## config.mk

```make
export PLATFORM = sky130hd
export DESIGN_NAME = ram_mem_ctrl
export DESIGN_NICKNAME = d
export VERILOG_FILES = /design/src/rtl/ram_mem_ctrl_pkg.sv /design/src/rtl/ram_mem_ctrl_store_merge.sv /design/src/rtl/ram_mem_ctrl.sv
export SDC_FILE = /design/constraint.sdc
export NUM_CORES = 1
export LEC_CHECK = 0
export ABC_CLOCK_PERIOD_IN_PS = 3370
export CAP_MARGIN = 20
export CORE_MARGIN = 2
export CORE_UTILIZATION = 46
export DETAILED_ROUTE_END_ITERATION = 6
export GPL_ROUTABILITY_DRIVEN = 0
export PLACE_DENSITY = 0.87
export SYNTH_ARGS = -nofsm -noshare
export SYNTH_HDL_FRONTEND = slang
export SYNTH_SLANG_ARGS = --single-unit
```

## constraint.sdc

```tcl
create_clock -name clk -period 3.37 [get_ports clk]
set_clock_uncertainty 0.05 [all_clocks]
set_input_delay 0.337 -clock clk [delete_from_list [all_inputs] [get_ports clk]]
set_output_delay 0.337 -clock clk [all_outputs]
set_load 0.005 [all_outputs]
```

## src/rtl/ram_mem_ctrl_pkg.sv

```systemverilog
// Shared types and helpers for the RAM arbiter/sequencer and its store-merge unit.
package ram_mem_ctrl_pkg;

  typedef enum logic [1:0] {
    SZ_B = 2'b00,
    SZ_H = 2'b01,
    SZ_W = 2'b10
  } size_e;

  typedef enum logic {
    IDLE   = 1'b0,
    RMW_WR = 1'b1
  } state_e;

  // Number of bits needed to represent value (0 for value 0).
  function automatic int clogb2(input int value);
    int v;
    int r;
    v = value;
    r = 0;
    while (v > 0) begin
      r++;
      v = v >> 1;
    end
    return r;
  endfunction

endpackage

```

## src/rtl/ram_mem_ctrl_store_merge.sv

```systemverilog
// Replaces the addressed byte/halfword lane of an old RAM word with right-aligned store data.
module store_merge
  import ram_mem_ctrl_pkg::*;
(
  input  logic [31:0] old_i,
  input  logic [31:0] wdata_i,
  input  logic [1:0]  size_i,
  input  logic [1:0]  addr_i,
  output logic [31:0] merged_o
);

  always_comb begin
    merged_o = old_i;
    case (size_i)
      SZ_B:    merged_o[{addr_i, 3'b000} +: 8]     = wdata_i[7:0];
      SZ_H:    merged_o[{addr_i[1], 4'b0000} +: 16] = wdata_i[15:0];
      SZ_W:    merged_o = wdata_i;
      default: merged_o = old_i;
    endcase
  end

endmodule

```

## src/rtl/ram_mem_ctrl.sv

```systemverilog
// Shares a single-port combinational-read RAM between instruction fetch and the LSU,
// with starvation-bounded LSU priority, access checking and read-modify-write sub-word stores.
module ram_mem_ctrl
  import ram_mem_ctrl_pkg::*;
#(
  parameter int RAM_DEPTH    = 1024,
  parameter int STARVE_LIMIT = 4,
  parameter int RAM_WIDTH    = 32,
  localparam int ADDR_W      = clogb2(RAM_DEPTH - 1)
) (
  input  logic                 clk,
  input  logic                 rst_n,
  input  logic                 if_req,
  input  logic [31:0]          if_addr,
  output logic                 if_gnt,
  output logic                 if_rvalid,
  output logic [RAM_WIDTH-1:0] if_rdata,
  output logic                 if_err,
  input  logic                 lsu_req,
  input  logic                 lsu_we,
  input  logic [1:0]           lsu_size,
  input  logic [31:0]          lsu_addr,
  input  logic [RAM_WIDTH-1:0] lsu_wdata,
  output logic                 lsu_gnt,
  output logic                 lsu_rvalid,
  output logic [RAM_WIDTH-1:0] lsu_rdata,
  output logic                 lsu_err,
  output logic [ADDR_W-1:0]    ram_addr,
  output logic [RAM_WIDTH-1:0] ram_din,
  output logic                 ram_we,
  input  logic [RAM_WIDTH-1:0] ram_dout
);

  localparam int STREAK_W                = clogb2(STARVE_LIMIT);
  localparam logic [STREAK_W-1:0] STREAK_MAX = STREAK_W'(STARVE_LIMIT);
  localparam logic [31:0] BYTE_LIMIT     = 32'(RAM_DEPTH * 4);

  state_e                 state_q, state_d;
  logic [STREAK_W-1:0]    streak_q, streak_d;
  logic [ADDR_W-1:0]      rmw_addr_q, rmw_addr_d;
  logic [RAM_WIDTH-1:0]   rmw_data_q, rmw_data_d;
  logic                   if_rvalid_q, if_rvalid_d, if_err_q, if_err_d;
  logic                   lsu_rvalid_q, lsu_rvalid_d, lsu_err_q, lsu_err_d;
  logic [RAM_WIDTH-1:0]   if_rdata_q, if_rdata_d, lsu_rdata_q, lsu_rdata_d;
  logic [RAM_WIDTH-1:0]   merged;
  logic                   lsu_bad, if_bad, starve;

  function automatic logic out_of_range(input logic [31:0] a);
    return a >= BYTE_LIMIT;
  endfunction

  assign lsu_bad = out_of_range(lsu_addr) || (lsu_size == 2'b11) ||
                   ((lsu_size == SZ_H) && lsu_addr[0]) ||
                   ((lsu_size == SZ_W) && (lsu_addr[1:0] != 2'b00));
  assign if_bad  = out_of_range(if_addr) || (if_addr[1:0] != 2'b00);
  assign starve  = if_req && (streak_q == STREAK_MAX);

  store_merge u_merge (
    .old_i    (ram_dout),
    .wdata_i  (lsu_wdata),
    .size_i   (lsu_size),
    .addr_i   (lsu_addr[1:0]),
    .merged_o (merged)
  );

  always_comb begin
    state_d      = state_q;
    streak_d     = streak_q;
    rmw_addr_d   = rmw_addr_q;
    rmw_data_d   = rmw_data_q;
    if_rvalid_d  = 1'b0;
    if_err_d     = 1'b0;
    if_rdata_d   = '0;
    lsu_rvalid_d = 1'b0;
    lsu_err_d    = 1'b0;
    lsu_rdata_d  = '0;
    if_gnt       = 1'b0;
    lsu_gnt      = 1'b0;
    ram_addr     = lsu_addr[ADDR_W+1:2];
    ram_din      = lsu_wdata;
    ram_we       = 1'b0;

    case (state_q)
      IDLE: begin
        lsu_gnt = lsu_req && !starve;
        if_gnt  = if_req && !lsu_gnt;
        if (lsu_gnt) begin
          lsu_rvalid_d = 1'b1;
          lsu_err_d    = lsu_bad;
          if (!lsu_bad) begin
            if (!lsu_we) begin
              lsu_rdata_d = ram_dout;
            end else if (lsu_size == SZ_W) begin
              ram_we = 1'b1;
            end else begin
              // Sub-word store: hold the ack until the merged word is written back.
              lsu_rvalid_d = 1'b0;
              rmw_addr_d   = lsu_addr[ADDR_W+1:2];
              rmw_data_d   = merged;
              state_d      = RMW_WR;
            end
          end
        end else if (if_gnt) begin
          ram_addr    = if_addr[ADDR_W+1:2];
          if_rvalid_d = 1'b1;
          if_err_d    = if_bad;
          if_rdata_d  = if_bad ? '0 : ram_dout;
        end
        if (!if_req || if_gnt) begin
          streak_d = '0;
        end else if (lsu_gnt && (streak_q != STREAK_MAX)) begin
          streak_d = streak_q + 1'b1;
        end
      end
      RMW_WR: begin
        ram_addr     = rmw_addr_q;
        ram_din      = rmw_data_q;
        ram_we       = 1'b1;
        lsu_rvalid_d = 1'b1;
        state_d      = IDLE;
        if (!if_req) streak_d = '0;
      end
      default: state_d = IDLE;
    endcase

    // Reset overrides the strobes asynchronously so an interrupted RMW never writes.
    if (!rst_n) begin
      if_gnt  = 1'b0;
      lsu_gnt = 1'b0;
      ram_we  = 1'b0;
    end
  end

  always_ff @(posedge clk or negedge rst_n) begin
    if (!rst_n) begin
      state_q      <= IDLE;
      streak_q     <= '0;
      rmw_addr_q   <= '0;
      rmw_data_q   <= '0;
      if_rvalid_q  <= 1'b0;
      if_err_q     <= 1'b0;
      if_rdata_q   <= '0;
      lsu_rvalid_q <= 1'b0;
      lsu_err_q    <= 1'b0;
      lsu_rdata_q  <= '0;
    end else begin
      state_q      <= state_d;
      streak_q     <= streak_d;
      rmw_addr_q   <= rmw_addr_d;
      rmw_data_q   <= rmw_data_d;
      if_rvalid_q  <= if_rvalid_d;
      if_err_q     <= if_err_d;
      if_rdata_q   <= if_rdata_d;
      lsu_rvalid_q <= lsu_rvalid_d;
      lsu_err_q    <= lsu_err_d;
      lsu_rdata_q  <= lsu_rdata_d;
    end
  end

  assign if_rvalid  = if_rvalid_q;
  assign if_err     = if_err_q;
  assign if_rdata   = if_rdata_q;
  assign lsu_rvalid = lsu_rvalid_q;
  assign lsu_err    = lsu_err_q;
  assign lsu_rdata  = lsu_rdata_q;

endmodule

```

==> flow_summary.ini, run 1 <==
[worst_setup_path]
rr_startpoint = state_q
r2r_slack_ns = 0.93
rr_endpoint = rmw_data_q[11]
crit_type = input pin to primary output
cp.arrival_ns = 2.79
cp-start-kind = input pin
endpoint_kind = primary output
crit_fanout = 10
required_ns = 2.98
r2r_cells = 5

[timing]
min_period_over_period_pct = 94.4
fin_setup_tns_ns = 0
rsz0062_at_grt = false
tightest_slew_ns = 1.01
min_period_ns = 3.18
timing.final.hold_violations = 0
slew_headroom_pct = 32.0
setup_viol_count_final = 0
slew_violations = 0
max_freq_mhz = 314

[global_route]
overflow = 0
grt_start_max_net_pins = 53
antenna_found_initial = 0
grt_pass1_wl_um = 28900
grtUsageTotal_pct = 29.4
grt_pass1_vias = 5439

[synthesis]
syn_nets = 652
synth-edff-count = 0
synth_commonest_cells = dfrtp_1 (114), inv_1 (52), o221ai_1 (43)
synth_seq_cells = 114
yosysMostFrequentCell = dfrtp_1
yosys.area.top_type = dfrtp_1
synth_area_leaders = dfrtp_1 (51%), mux2_2 (7.2%), o221ai_1 (6.7%)
yosysSeqAreaShare_pct = 50.7
yosys_warnings = 0
synthCells = 511
synth_cell_type_count = 35
avgSynthCellArea_um2 = 11.0
syn_area_mm2 = 0.00563
synth_ff_type = dfrtp_1
async_flop_share_pct = 100
synth_top_area_share_pct = 50.7

[power_and_ir_drop]
switchingPower_uw = 851
power.share.clock_pct = 54.6
swShare_pct = 20.9
ir_drop_mv = 0.332
pwr-share-seq_pct = 33.8
finalPower_mw = 4.07
powerDensity_mw_per_mm2 = 450
cellLeakagePower_nw = 3.95
p_comb_share_pct = 11.6
p_int_mw = 3.22

[cells_and_area]
syn_to_final_growth_pct = 60.5
layout-drive-gt1-share_pct = 12.2
final_core_util_pct = 75.6
fill_cells = 802
antenna_cells = 0
fin_nets = 904

[route]
wl_met2_um = 9660
num_vias = 5304
dr_wl_met3_um = 1820
routed_wl_um = 19000
first_iter_violations = 397
routedWlPerCell_um = 20.6
dr.pass1.iters = 6
wl_met1_um = 7080
viasPerCell = 5.75
drcViolationCount = 0
top_layer_used = met4
ant_nets = 0

[clock_network]
clock_path_buffers = 2
clock_latency_ns = 0.41
cts_setup_buffers = 0
numCtsBuffers = 17
root_buffer = clkbuf_16
tritoncts = yes
htreeDepth = 4
cts_resized = 0
path_clk_slew_ns = 0.06
cts_sinks = 114

[outcome]
status = finished, final reports clean

[floorplanning]
core_area_mm2 = 0.0120
die_w_um = 115
fp-row-count = 40
die-area_mm2 = 0.0131
start_util_pct = 47.1
io_pins = 248
fp.dieH_um = 115

[placement]
io_buffers = 247
dp_hpwl_um = 14100

[worst_hold_path]
hold_path_class = input pin to asynchronous set/reset pin

[run]
max-cap-violations = 0
-- cell usage in the layout (no fill, tap or decap), types with 3 or more instances in the layout --
cell / synthesis / final
a21oi_1: 10 / 10
a22o_1: 7 / 7
and2_1: 40 / 40
buf_4: 4 / 18
bufinv_16: 0 / 8
clkbuf_16: 0 / 17
clkdlybuf4s50_1: 0 / 246
clkinv_4: 0 / 3
dfrtp_1: 114 / 113
ha_1: 6 / 6
inv_1: 52 / 52
mux2_1: 20 / 20
mux2_2: 36 / 36
mux2i_1: 29 / 29
nand2_1: 16 / 16
nand2b_1: 8 / 8
nand3_1: 6 / 6
nand3b_1: 3 / 3
nor2_1: 18 / 18
nor3_1: 3 / 3
nor4_1: 36 / 35
o21ai_0: 12 / 12
o221a_2: 5 / 5
o221ai_1: 43 / 43
-- routing by layer --
layer / vias to the layer above / track usage (%)
li1: 2364 / -
met2: 324 / 51.0
met5: - / 0
met1: 2566 / 34.1
met3: 50 / 9.11
met4: 0 / 10.9
-- cell families (layout without fill, tap and decap cells) --
family | after synthesis | after routing | share of synthesized area (%)
adders and majority gates | 6 | 6 | 1.33
DFF | 114 | 114 | 50.7
AOI/OAI and AO/OA | 84 | 84 | 11.8
and+or+nand+nor | 137 | 137 | 13.9
muxes | 85 | 85 | 16.4
buffers and inverters | 85 | 350 | 5.98
-- power by group through the flow --
| stage | combinational (mW) | clock, mW | sequential (mW) |
|---|---|---|---|
| after detailed placement | 0.465 | 0 | 1.40 |
| after floorplan | 0.144 | 0 | 1.40 |
| after global placement | 0.453 | 0 | 1.40 |
| final | 0.472 | 2.22 | 1.38 |
| after CTS | 0.472 | 2.23 | 1.38 |
| after global routing | 0.505 | 2.31 | 1.38 |
-- repair_timing --
item                                    CTS  global route
hold endpoints to repair                 18             0
hold buffers                              1             0
endpoints found under the setup margin    0             0
-- how the worst max path moves through the flow --
stage | startpoint | to | slack, ns | cells past startpoint
3_5_place_dp | lsu_addr[0] | ram_we | 0.25 | 8
4_1_cts | lsu_addr[0] | ram_we | 0.25 | 8
6_report | lsu_addr[0] | ram_we | 0.19 | 8
5_1_grt | lsu_addr[0] | ram_we | 0.07 | 8
3_3_place_gp | lsu_addr[0] | ram_we | 0.37 | 8
2_1_floorplan | lsu_addr[1] | rmw_addr_q[0] | 1.00 | 8
-- state kept, by name, summed over array words and instances, names as in the netlist --
register / flops
if_err: 1
streak_q: 3
lsu_err: 1
lsu_rvalid: 1
state_q: 1
rmw_addr_q: 10
if_rvalid: 1
lsu_rdata: 32
if_rdata: 32
rmw_data_q: 32
-- metrics by stage --
step           setup WS, ns  hold slack [ns]  std cells  cell area, um2
5_1_grt              0.0667            0.314        923            9040
3_5_place_dp          0.255            0.191        890            8300
4_1_cts               0.255            0.306        923            9040
3_3_place_gp          0.371            0.183        890            8300
2_1_floorplan          1.00         -0.00859        511            5630
6_report              0.188            0.308        923            9040
-- critical path: stages --
cell and delay (ns):
clkdlybuf4s50_1 0.52, inv_1 0.18, ha_1 0.30, nor2b_1 0.22
o211ai_1 0.13, nor4_1 0.41, o21a_1 0.16, clkdlybuf4s50_1 0.54
-- layout make-up --
| type | count | area, um2 | share of cell area, % |
|---|---|---|---|
| Inverter | 52 | 195 | 2.16 |
| Clock buffer | 19 | 453 | 5.01 |
| Clock inverter | 13 | 279 | 3.09 |
| Sequential cell | 114 | 2850 | 31.6 |
| Timing Repair Buffer | 266 | 2630 | 29.1 |
| Multi-Input combinational cell | 312 | 2450 | 27.1 |
| Tap cell | 147 | 184 | 2.03 |
Note: power is estimated with default switching activity, not from simulation.
==> run 2, diff against run 1 <==
Settings changed: CORE_UTILIZATION 46 to 40, PLACE_DENSITY 0.87 to 0.77, RECOVER_POWER set to 25, SETUP_SLACK_MARGIN set to 0.15.
==> flow_summary.ini, run 2 (same netlist as run 1, synthesis figures left out) <==
[placement]
io_buffers = 247
dp_hpwl_um = 14000

[timing]
whs_ns = 0.404
max_freq_mhz = 325
min_period_ns = 3.08
min_period_over_period_pct = 91.4
rsz0062_at_grt = false
tightest_slew_ns = 1.14
timing.final.hold_violations = 0
fin_setup_tns_ns = 0
setup_viol_count_final = 0
slew_violations = 0
slew_headroom_pct = 23.0

[route]
ant_nets = 0
drcViolationCount = 0
dr.pass1.iters = 5
viasPerCell = 5.46
first_iter_violations = 428
routed_wl_um = 18700
num_vias = 5201
routedWlPerCell_um = 19.7

[floorplanning]
io_pins = 248
die_w_um = 123
fp.dieH_um = 123
core_area_mm2 = 0.0138
die-area_mm2 = 0.0150
start_util_pct = 40.7
fp-row-count = 43

[power_and_ir_drop]
switchingPower_uw = 784
swShare_pct = 21.9
powerDensity_mw_per_mm2 = 402
cellLeakagePower_nw = 4.03
p_int_mw = 2.80
ir_drop_mv = 0.327
pwr-share-seq_pct = 38.4
p_comb_share_pct = 13.2
power.share.clock_pct = 48.4

[worst_setup_path]
critPathLaunch = lsu_addr[0]
crit_fanout = 10
cp.arrival_ns = 2.69
cp-start-kind = input pin
rr_startpoint = state_q
critPathCapture = ram_we
rr_endpoint = if_rdata[3]
r2r_slack_ns = 0.96
r2r_cells = 4
endpoint_kind = primary output
crit_type = input pin to primary output
required_ns = 2.98

[global_route]
grt_pass1_vias = 5389
grtUsageTotal_pct = 25.4
overflow = 0
grt_start_max_net_pins = 76
antenna_found_initial = 0
grt_pass1_wl_um = 28400

[cells_and_area]
syn_to_final_growth_pct = 58.1
layout-drive-gt1-share_pct = 11.5
most-common-layout-cells = clkdlybuf4s50_1 (200), dfrtp_1 (113), inv_1 (52), dlygate4sd3_1 (47), o221ai_1 (43)
fill_cells = 1076
antenna_cells = 0
fin_nets = 902
layout_commonest_cell = clkdlybuf4s50_1

[clock_network]
clock_path_buffers = 2
htreeDepth = 4
clock_latency_ns = 0.40
tritoncts = yes
cts_sinks = 114
path_clk_slew_ns = 0.05
cts_setup_buffers = 0
numCtsBuffers = 17
root_buffer = clkbuf_16

[outcome]
status = finished, final reports clean

[run]
max-cap-violations = 0

[worst_hold_path]
hold_path_class = input pin to asynchronous set/reset pin
run 2: layer usage:
layer	track usage, %	wire length [um]
met5	0	0
met4	8.91	358
met3	8.69	1640
met2	43.5	9450
met1	29.6	7290
run 2: layout make-up:
cell class	count	area (um2)	area share, %
flip-flops and latches	114	2850	32.0
repair buffers	264	2600	29.2
multi-input cells	312	2460	27.6
clock buffers	26	499	5.61
well taps	180	225	2.53
inverters	52	195	2.19
clock inverters	5	75.1	0.843
run 2: metrics by stage:
| stage | setup WS [ns] | util, % | std cells | cell area [um2] | total power, mW |
|---|---|---|---|---|---|
| 6_report | 0.291 | 64.4 | 953 | 8910 | 3.58 |
| 3_3_place_gp | 0.358 | 60.1 | 921 | 8310 | 1.86 |
| 5_1_grt | 0.213 | 64.4 | 953 | 8910 | 3.72 |
| 2_1_floorplan | 1.00 | - | 511 | 5630 | 1.54 |
| 3_5_place_dp | 0.296 | 60.1 | 921 | 8310 | 1.87 |
| 4_1_cts | 0.240 | 64.3 | 953 | 8900 | 3.61 |
run 2: power by group through the flow:
stage	clock network, mW	logic [mW]	registers, mW
final	1.73	0.472	1.38
after global routing	1.83	0.510	1.38
after CTS	1.76	0.472	1.38
after detailed placement	0	0.467	1.40
after global placement	0	0.458	1.40
after floorplan	0	0.144	1.40
run 2: worst max-delay path, cell delays in order:
cell,delay [ns]
clkdlybuf4s50_1,0.52
inv_1,0.19
ha_2,0.29
nor2b_1,0.19
o211ai_1,0.14
nor4_2,0.36
o21a_1,0.15
clkdlybuf4s50_1,0.53
run 2: worst min path at each step:
| stage | startpoint | endpoint | slack, ns | cells past startpoint |
|---|---|---|---|---|
| floorplan | rst_n | if_err | -0.009 | 0 |
| global placement | rst_n | lsu_rdata[29] | 0.30 | 1 |
| detailed placement | rst_n | lsu_rdata[28] | 0.31 | 1 |
| CTS | rst_n | lsu_rdata[12] | 0.42 | 2 |
| global route | rst_n | rmw_data_q[30] | 0.46 | 2 |
| finish | rst_n | rmw_data_q[30] | 0.40 | 2 |
run 2: repair_timing:
item,in CTS,in global routing
hold buffers,1,0
resized for setup,0,2
hold endpoints to repair,39,0
endpoints found under the setup margin,0,1
